**config.mk**
```make
export PLATFORM = sky130hd
export DESIGN_NAME = la_capture_ctrl
export DESIGN_NICKNAME = d
export VERILOG_FILES = /design/src/rtl/la_pkg.sv /design/src/rtl/la_win_cnt.sv /design/src/rtl/la_capture_ctrl.sv
export SDC_FILE = /design/constraint.sdc
export NUM_CORES = 1
export LEC_CHECK = 0
export BUFFER_PORTS_ARGS = -buffer_cell sky130_fd_sc_hd__clkbuf_2
export CORE_MARGIN = 4
export CORE_UTILIZATION = 40
export DETAILED_ROUTE_END_ITERATION = 12
export MAX_ROUTING_LAYER = met4
export PLACE_DENSITY_LB_ADDON = 0.3
export SETUP_SLACK_MARGIN = 0.02
export SKIP_LAST_GASP = 1
export SLEW_MARGIN = 20
export SYNTH_ARGS = -nofsm -noshare
export SYNTH_HDL_FRONTEND = slang
export SYNTH_SLANG_ARGS = --single-unit
```
**constraint.sdc**
```tcl
create_clock -name CLK -period 2.6 [get_ports CLK]
set_input_delay 0.39 -clock CLK [delete_from_list [all_inputs] [get_ports CLK]]
set_output_delay 0.39 -clock CLK [all_outputs]
set_load 0.05 [all_outputs]
```
**src/rtl/la_pkg.sv**
```systemverilog
// Shared state encoding and default widths for the logic-analyzer capture controller.
package la_pkg;

   localparam int LA_ADDR_W = 10;
   localparam int LA_DATA_W = 8;

   typedef enum logic [2:0] {
      ST_IDLE     = 3'd0,
      ST_PRE_FILL = 3'd1,
      ST_ARMED    = 3'd2,
      ST_POST     = 3'd3,
      ST_DONE     = 3'd4
   } la_state_e;

endpackage

```
**src/rtl/la_win_cnt.sv**
```systemverilog
// Window counter: loads a limit and clears the count together, then counts qualified
// samples; o_last flags that the next increment reaches the limit.
module la_win_cnt #(
   parameter int ADDR_W = 10
) (
   input  logic              i_clk,
   input  logic              i_rst,
   input  logic              i_load,
   input  logic [ADDR_W-1:0] i_limit,
   input  logic              i_clr,
   input  logic              i_inc,
   output logic              o_last
);

   logic [ADDR_W-1:0] r_cnt;
   logic [ADDR_W-1:0] r_limit;
   logic [ADDR_W-1:0] w_cnt_inc;

   assign w_cnt_inc = r_cnt + ADDR_W'(1);
   assign o_last    = (w_cnt_inc == r_limit);

   always_ff @(posedge i_clk) begin
      if (i_rst) begin
         r_cnt   <= '0;
         r_limit <= '0;
      end else if (i_load) begin
         r_cnt   <= '0;
         r_limit <= i_limit;
      end else if (i_clr) begin
         r_cnt <= '0;
      end else if (i_inc) begin
         r_cnt <= w_cnt_inc;
      end
   end

endmodule

```
**src/rtl/la_capture_ctrl.sv**
```systemverilog
// Capture controller: writes qualified samples into the circular sample RAM, arms the
// trigger once the pre-trigger window is filled, and counts out the post-trigger window.
module la_capture_ctrl
   import la_pkg::*;
#(
   parameter int ADDR_W = LA_ADDR_W,
   parameter int DATA_W = LA_DATA_W
) (
   input  logic              CLK,
   input  logic              RST,
   input  logic [DATA_W-1:0] DATA_IN,
   input  logic              SAMPLE_EN,
   input  logic              TRIG_IN,
   input  logic              START,
   input  logic              ABORT,
   input  logic [ADDR_W-1:0] PRE_CNT,
   input  logic [ADDR_W-1:0] POST_CNT,
   output logic              TRIG_EN,
   output logic              WR_EN,
   output logic [ADDR_W-1:0] WR_ADDR,
   output logic [DATA_W-1:0] WR_DATA,
   output logic [ADDR_W-1:0] TRIG_ADDR,
   output logic              BUSY,
   output logic              DONE,
   output logic [2:0]        STATE
);

   la_state_e         r_state;
   la_state_e         w_next;
   logic [ADDR_W-1:0] r_ptr;
   logic [ADDR_W-1:0] r_wr_addr;
   logic [ADDR_W-1:0] r_trig_addr;
   logic [DATA_W-1:0] r_wr_data;
   logic              r_wr_en;
   logic              r_trig_en;
   logic              r_busy;
   logic              r_done;
   logic              r_post_zero;

   logic              w_start_ok;
   logic              w_load;
   logic              w_take_trig;
   logic              w_write;
   logic              w_pre_inc;
   logic              w_post_inc;
   logic              w_pre_last;
   logic              w_post_last;

   la_win_cnt #(.ADDR_W(ADDR_W)) u_pre_cnt (
      .i_clk   (CLK),
      .i_rst   (RST),
      .i_load  (w_load),
      .i_limit (PRE_CNT),
      .i_clr   (ABORT),
      .i_inc   (w_pre_inc),
      .o_last  (w_pre_last)
   );

   la_win_cnt #(.ADDR_W(ADDR_W)) u_post_cnt (
      .i_clk   (CLK),
      .i_rst   (RST),
      .i_load  (w_load),
      .i_limit (POST_CNT),
      .i_clr   (ABORT),
      .i_inc   (w_post_inc),
      .o_last  (w_post_last)
   );

   always_comb begin
      w_start_ok  = START && ((r_state == ST_IDLE) || (r_state == ST_DONE));
      w_load      = w_start_ok && !ABORT;
      w_take_trig = (r_state == ST_ARMED) && TRIG_IN && !ABORT;
      // A trigger with an empty post window finishes immediately and drops that sample.
      w_write     = SAMPLE_EN && !ABORT &&
                    ((r_state == ST_PRE_FILL) || (r_state == ST_POST) ||
                     ((r_state == ST_ARMED) && !(TRIG_IN && r_post_zero)));
      w_pre_inc   = w_write && (r_state == ST_PRE_FILL);
      w_post_inc  = w_write && ((r_state == ST_POST) || w_take_trig);

      w_next = r_state;
      if (ABORT) begin
         w_next = ST_IDLE;
      end else begin
         case (r_state)
            ST_IDLE, ST_DONE: begin
               if (w_start_ok) w_next = (PRE_CNT == '0) ? ST_ARMED : ST_PRE_FILL;
            end
            ST_PRE_FILL: begin
               if (w_pre_inc && w_pre_last) w_next = ST_ARMED;
            end
            ST_ARMED: begin
               if (w_take_trig) begin
                  if (r_post_zero || (w_post_inc && w_post_last)) w_next = ST_DONE;
                  else                                           w_next = ST_POST;
               end
            end
            ST_POST: begin
               if (w_post_inc && w_post_last) w_next = ST_DONE;
            end
            default: w_next = ST_IDLE;
         endcase
      end
   end

   always_ff @(posedge CLK) begin
      if (RST) begin
         r_state     <= ST_IDLE;
         r_ptr       <= '0;
         r_wr_addr   <= '0;
         r_wr_data   <= '0;
         r_trig_addr <= '0;
         r_wr_en     <= 1'b0;
         r_trig_en   <= 1'b0;
         r_busy      <= 1'b0;
         r_done      <= 1'b0;
         r_post_zero <= 1'b0;
      end else begin
         r_state   <= w_next;
         r_trig_en <= (w_next == ST_ARMED);
         r_busy    <= (w_next == ST_PRE_FILL) || (w_next == ST_ARMED) || (w_next == ST_POST);
         r_done    <= (w_next == ST_DONE);
         r_wr_en   <= w_write;
         if (w_write) begin
            r_wr_addr <= r_ptr;
            r_wr_data <= DATA_IN;
            r_ptr     <= r_ptr + ADDR_W'(1);
         end
         if (w_load) begin
            r_ptr       <= '0;
            r_trig_addr <= '0;
            r_post_zero <= (POST_CNT == '0);
         end
         if (w_take_trig) begin
            r_trig_addr <= r_ptr;
         end
      end
   end

   assign TRIG_EN   = r_trig_en;
   assign WR_EN     = r_wr_en;
   assign WR_ADDR   = r_wr_addr;
   assign WR_DATA   = r_wr_data;
   assign TRIG_ADDR = r_trig_addr;
   assign BUSY      = r_busy;
   assign DONE      = r_done;
   assign STATE     = r_state;

endmodule

```
== Word-level counts from Yosys, hierarchy flattened ==
Cells that the tools add are included.
Storage, ports and cells
  logic and storage cells: 65
  bits of input ports: 34
  memories kept: 0
  register bits: 86
  bits in read-only memories: 0
  RAM bits: 0
  bits in latches: 0
  output and inout port bits: 35
Cells by class
  add/sub/neg operators: 3
  equality and inequality tests: 10
  multiplexer cells: 10
  div/mod/pow operators: 0
  bitwise gates (word level): 0
  shifts and indexed selects: 0
  $mul: 0
  reductions and logical operators: 28
  magnitude comparators: 0
Operator list (number)
  10-bit by 1-bit adder with 10-bit output (second input constant): 3
  10-bit equality test: 2
  10-bit logical NOT: 2
  10-bit two-way mux: 2
  3-bit two-way mux: 6
  3-bit by 2-bit equality test with 1-bit output (second input constant): 4
  1-bit logical AND: 12
  3-bit case mux with 4 select lines: 1
  1-bit logical OR: 7
  3-bit by 1-bit equality test with 1-bit output (second input constant): 2
  3-bit equality test (second input constant): 2
  2-bit OR reduction: 2
  3-bit logical NOT: 1
  3-bit OR reduction: 1
  1-bit logical NOT: 2
  2-bit two-way mux: 1
  2-bit nonzero test: 1

== Depth between registers and ports, before layout ==
  word-level depth: 15
  depth in mapped cells: 9

== Cells and area by module ==
Synthesis repeated with hierarchy kept, for this count alone.
Unflattened totals
  cell total of the unflattened synthesis: 488
  area, all modules: 4237.8 um^2
By module, submodules not included
  la_win_cnt: area each 1123.6 um^2, cells an instance 128, times used 2
  la_capture_ctrl: area each 1990.7 um^2, cells an instance 232, times used 1

== Least setup slack after synthesis ==
Ideal clock, no wire load.
  path kind: reg-to-reg
  start: register r_state[0] (netlist: STATE[0])
  end: register r_trig_en (netlist: TRIG_EN)
  arrival: 1963 ps
  cell stages (with the launch flop): 8
  slack: 551 ps
  data required time: 2514 ps
  path buffers: 1
  path through: dfxtp_1 clkbuf_1 nand3b_1 nor3_1 nand3_1 nor4_1 o21ai_0 a221oi_2
On the way
  cells in the longest elaborated chain, start to end: 12
  elaborated cells between the ends (all ways): 28
  those cells by class: eq/ne (5); mux (7); reduce/logical (16)
Ends and longest elaborated chain
  start, declared: RTL line la_capture_ctrl.sv:28  | la_state_e r_state;
  start signal, assigned: RTL line la_capture_ctrl.sv:118  | r_state <= w_next;
  3-bit by 1-bit equality test with 1-bit output (tied with other cells): RTL line la_capture_ctrl.sv:75, la_capture_ctrl.sv:77, la_capture_ctrl.sv:84
  1-bit logical OR (tied with other cells): RTL line la_capture_ctrl.sv:75  | ((r_state == ST_PRE_FILL) || (r_state == ST_POST) ||
  1-bit logical OR or 1-bit logical AND (tied branches): RTL line la_capture_ctrl.sv:75, la_capture_ctrl.sv:72
  1-bit logical AND or 1-bit logical OR (tied branches): RTL line la_capture_ctrl.sv:74, la_capture_ctrl.sv:78
  1-bit logical AND: RTL line la_capture_ctrl.sv:78  | w_post_inc = w_write && ((r_state == ST_POST) || w_take_trig);
  1-bit logical AND: RTL line la_capture_ctrl.sv:93, la_capture_ctrl.sv:98
  1-bit logical OR: RTL line la_capture_ctrl.sv:93  | if (r_post_zero || (w_post_inc && w_post_last)) w_next = ST_DONE;
  3-bit two-way mux: RTL line la_capture_ctrl.sv:93
  3-bit two-way mux: RTL line la_capture_ctrl.sv:92  | if (w_take_trig) begin
  3-bit case mux with 4 select lines *: RTL line la_capture_ctrl.sv:84  | case (r_state)
  3-bit two-way mux *: RTL line la_capture_ctrl.sv:81  | if (ABORT) begin
  3-bit by 2-bit equality test with 1-bit output *: RTL line la_capture_ctrl.sv:119  | r_trig_en <= (w_next == ST_ARMED);
  end signal, assigned: RTL line la_capture_ctrl.sv:119
  end, declared: RTL line la_capture_ctrl.sv:35  | logic r_trig_en;
Every way passes the cells marked *; elsewhere a longest branch is shown, timed or not.
A chain may end at the register's enable or synchronous reset.

== Worst setup path in the final report ==
  start: register u_post_cnt.r_cnt[0]
  end: register r_trig_en (netlist: TRIG_EN)
On the way
  cells in the longest elaborated chain, start to end: 9
  elaborated cells between the ends (all ways): 10
  those cells by class: add/sub (1); eq/ne (2); mux (5); reduce/logical (2)
Ends and longest elaborated chain
  start, declared: RTL line la_win_cnt.sv:15  | logic [ADDR_W-1:0] r_cnt;
  start signal, assigned: RTL line la_win_cnt.sv:32  | r_cnt <= w_cnt_inc;
  10-bit by 1-bit adder with 10-bit output *: RTL line la_win_cnt.sv:19  | assign w_cnt_inc = r_cnt + ADDR_W'(1);
  10-bit equality test *: RTL line la_win_cnt.sv:20  | assign o_last = (w_cnt_inc == r_limit);
  1-bit logical AND *: RTL line la_capture_ctrl.sv:93, la_capture_ctrl.sv:98
  1-bit logical OR: RTL line la_capture_ctrl.sv:93
  3-bit two-way mux: RTL line la_capture_ctrl.sv:93
  3-bit two-way mux: RTL line la_capture_ctrl.sv:92
  3-bit case mux with 4 select lines *: RTL line la_capture_ctrl.sv:84
  3-bit two-way mux *: RTL line la_capture_ctrl.sv:81
  3-bit by 2-bit equality test with 1-bit output *: RTL line la_capture_ctrl.sv:119
Marks and branches as above.

==> flow_summary_export.csv <==
group,metric,value,unit
status,outcome,"finished clean",
setup_path,cp_max_fo,7,
power,power_frac_comb,6.9,%
finish,finish.utilization,48.4,%
cts,cts.repair.resized,0,
run,drv_cap,0,
route,drc,0,
route,routed_wl,9300,um
synthesis,yosys.cell_types.count,43,
power,sequentialPowerShare,56.5,%
setup_path,r2r_setup_slack,0.40,ns
power,power.density,530,mW/mm2
setup_path,timing.rr.start,"u_post_cnt.r_cnt[0]",
synthesis,async_flop_share,0,%
floorplan,die_w,106,um
power,clock_power_share,36.7,%
sta,setup_violations,0,
power,ir_drop,0.375,mV
sta,tns,0,ns
setup_path,crit_arrival,2.48,ns
sta,fmax,0.455,GHz
synthesis,synth_top_area_share,44.7,%
synthesis,synth_top_family_by_area,"simple AND/OR/NAND/NOR gates",
route,drt_pre_antenna_iters,4,
placement,hpwl,6680,um
synthesis,synth_warnings,0,
floorplan,start_util,41.3,%
floorplan,die_h,106,um
setup_path,cp-start-kind,"register",
route,vias_per_cell,5.04,
sta,relSlewSlack,63.9,%
cts,post_cts.repair.setup_buffers,0,
sta,final.period_utilization,84.5,%
finish,final_cell_mix,"108 x nand2_1, 86 x dfxtp_1, 68 x clkbuf_2, 60 x a21oi_1, 38 x nor2_1",
setup_path,critPathMostFrequentCell,"and3_1",
route,wl_per_cell,13.8,um
route,dr_total_vias,3406,
synthesis,synthAdderAreaFrac,0.975,%
setup_path,crit_family,"compound AO/OA/AOI/OAI gates",
cts,cts_buffers,9,
synthesis,synth_compound_area_share,12.9,%
global_routing,first_global_vias,3301,
synthesis,synth_edf_count,0,
placement,routabilityCongestion,0.867,
cts,hold_buffers,0,
synthesis,synth-seq-area-share,44.7,%
synthesis,synth_area_leaders,"dfxtp_1 45%, nand2_1 11%, a21oi_1 7.8%",
floorplan,fp.dieArea,0.0113,mm2
route,final_antenna_net_count,0,
cts,htreeDepth,3,
sta,fin_crit,2.20,ns
sta,slew_viol_final,0,
power,internal_power,1.76,mW
setup_path,slowest_delay,0.43,ns
floorplan,core,0.00933,mm2
power,leakage,1.71,nW
synthesis,yosysTopAreaCell,"dfxtp_1",
setup_path,worstPathRequired,2.88,ns
power,switching_share,26.6,%
setup_path,cp_cell_sequence,"ha_1 -> and3_1 -> and3_1 -> xnor2_1 -> a211oi_1 -> a21oi_1 -> nand3_2 -> a221oi_2",
global_routing,grt_max_degree,48,
setup_path,crit_path_end_kind,"register",
placement,portBuffers,68,
setup_path,rr_worst_depth,8,
synthesis,synth_mux_area_share,0.780,%
cts,cts_tree,"built",
hold_path,whs_path_depth,3,
synthesis,syn_area,0.00385,mm2
floorplan,ios,69,
sta,rsz0062_at_grt,"false",
global_routing,grt.overflow.total,0,
cts,clock-root-buffer,"clkbuf_8",
synthesis,synth-simple-area-share,27.1,%
cts,clockBufferDepth,2,
hold_path,hp-start,"DATA_IN[7]",
synthesis,synthFlopType,"dfxtp_1",
setup_path,critPathKind,"register to register",
setup_path,path_buf_inv,0,
hold_path,min_path_type,"primary input to register",
synthesis,syn_inst,479,
finish,layout_commonest_cell,"nand2_1",
floorplan,rows,35,
route,first_iter_violations,104,
sta,finalClockSkew,0.0119,ns
global_routing,track_usage,17.7,%
finish,drive_gt1_share,19.0,%
sta,tightest_slew,0.538,ns
sta,hold_viol,0,
setup_path,crit_start,"u_post_cnt.r_cnt[0]",
setup_path,r2r_end,"TRIG_EN",
synthesis,postSynthAreaPerCell,8.04,um2
cts,worstSkewPairLatency,0.37,ns
global_routing,grt_first_pass_wirelength,15500,um
finish,nNetsFinal,579,
cts,clock_sinks,86,
hold_path,min_to,"WR_DATA[7]",
global_routing,antenna_found_initial,0,
finish,area_growth,17.2,%
cts,clkTransAtPathRegs,0.10,ns
synthesis,syn_nets,516,
setup_path,slowest_stage,"dfxtp_1",
power,p_switching,637,uW
synthesis,synth-xor-area-share,10.7,%
synthesis,yosys_register_bits,86,
finish,num_antenna_cells,0,
[kinds of logic after synthesis]
kind of cell,Yosys count
AND/OR/NAND/NOR,224
multiplexers,3
AO/OA/AOI/OAI,88
flip-flops,86
adder cells (fa/ha/maj),3
buffers and inverters,28
XOR/XNOR,47
[layer usage]
metal	part of all wire [%]	GRT usage, %	routed length [um]
met1	49	22.0	4540
met5	0	-	0
met3	4.1	4.13	382
met4	1.0	5.46	93
met2	46	28.5	4290
[flip-flops by register name (all words and copies together) (netlist names)]
signal / flops
u_post_cnt.r_cnt: 10
u_pre_cnt.r_cnt: 10
STATE: 3
WR_EN: 1
r_post_zero: 1
WR_ADDR: 10
u_pre_cnt.r_limit: 10
TRIG_ADDR: 10
BUSY: 1
DONE: 1
r_ptr: 10
u_post_cnt.r_limit: 10
WR_DATA: 8
TRIG_EN: 1
[through the flow]
stage          power (mW)  area (um2)  setup WS [ns]  cells  hold WS [ns]
3_5_place_dp         1.55        4330          0.451    660         0.450
5_1_grt              2.50        4510          0.235    676         0.219
6_report             2.39        4510          0.403    676         0.225
3_3_place_gp         1.54        4330          0.517    660         0.443
4_1_cts              2.43        4510          0.415    676         0.204
2_1_floorplan        1.48        3850          0.551    479         0.448
[power by group through the flow]
stage	clock network [mW]	registers (mW)	logic (mW)
6_report	0.877	1.35	0.164
5_1_grt	0.962	1.35	0.184
4_1_cts	0.911	1.35	0.166
3_5_place_dp	0	1.38	0.166
3_3_place_gp	0	1.38	0.163
2_1_floorplan	0	1.39	0.0940
[tightest hold or removal path: stages]
cell and delay, ns:
clkbuf_2 0.08, nand2_1 0.04, a21oi_1 0.05
[worst max-delay path by stage]
stage	to	slack (ns)	depth (start not counted)
after floorplan	TRIG_EN	0.55	7
after global placement	TRIG_EN	0.52	8
after detailed placement	TRIG_EN	0.45	8
after CTS	TRIG_EN	0.42	8
after global routing	TRIG_EN	0.23	8
final	TRIG_EN	0.40	8
[final cells by class]
type	instances	area, um2
multi-input cells	365	2030
inverters	2	7.51
well taps	129	161
repair buffers	78	415
flip-flops and latches	86	1720
clock inverters	7	55.1
clock buffers	9	124
fillers	971	4810
[cells in the mapped netlist, types with 4 or more instances]
cell type    n
dfxtp_1     86
xnor2_1     22
nand4_1     10
nor3_1       6
o21ai_0     11
nor4_1       6
nand2_1    108
nand3b_1     4
xor2_1      25
nand3_1     18
nor2b_1      6
clkbuf_1    21
nor2_1      38
and3_1       8
a21oi_1     60
or3_1        6
No activity file was read; power rests on OpenSTA's default activity.
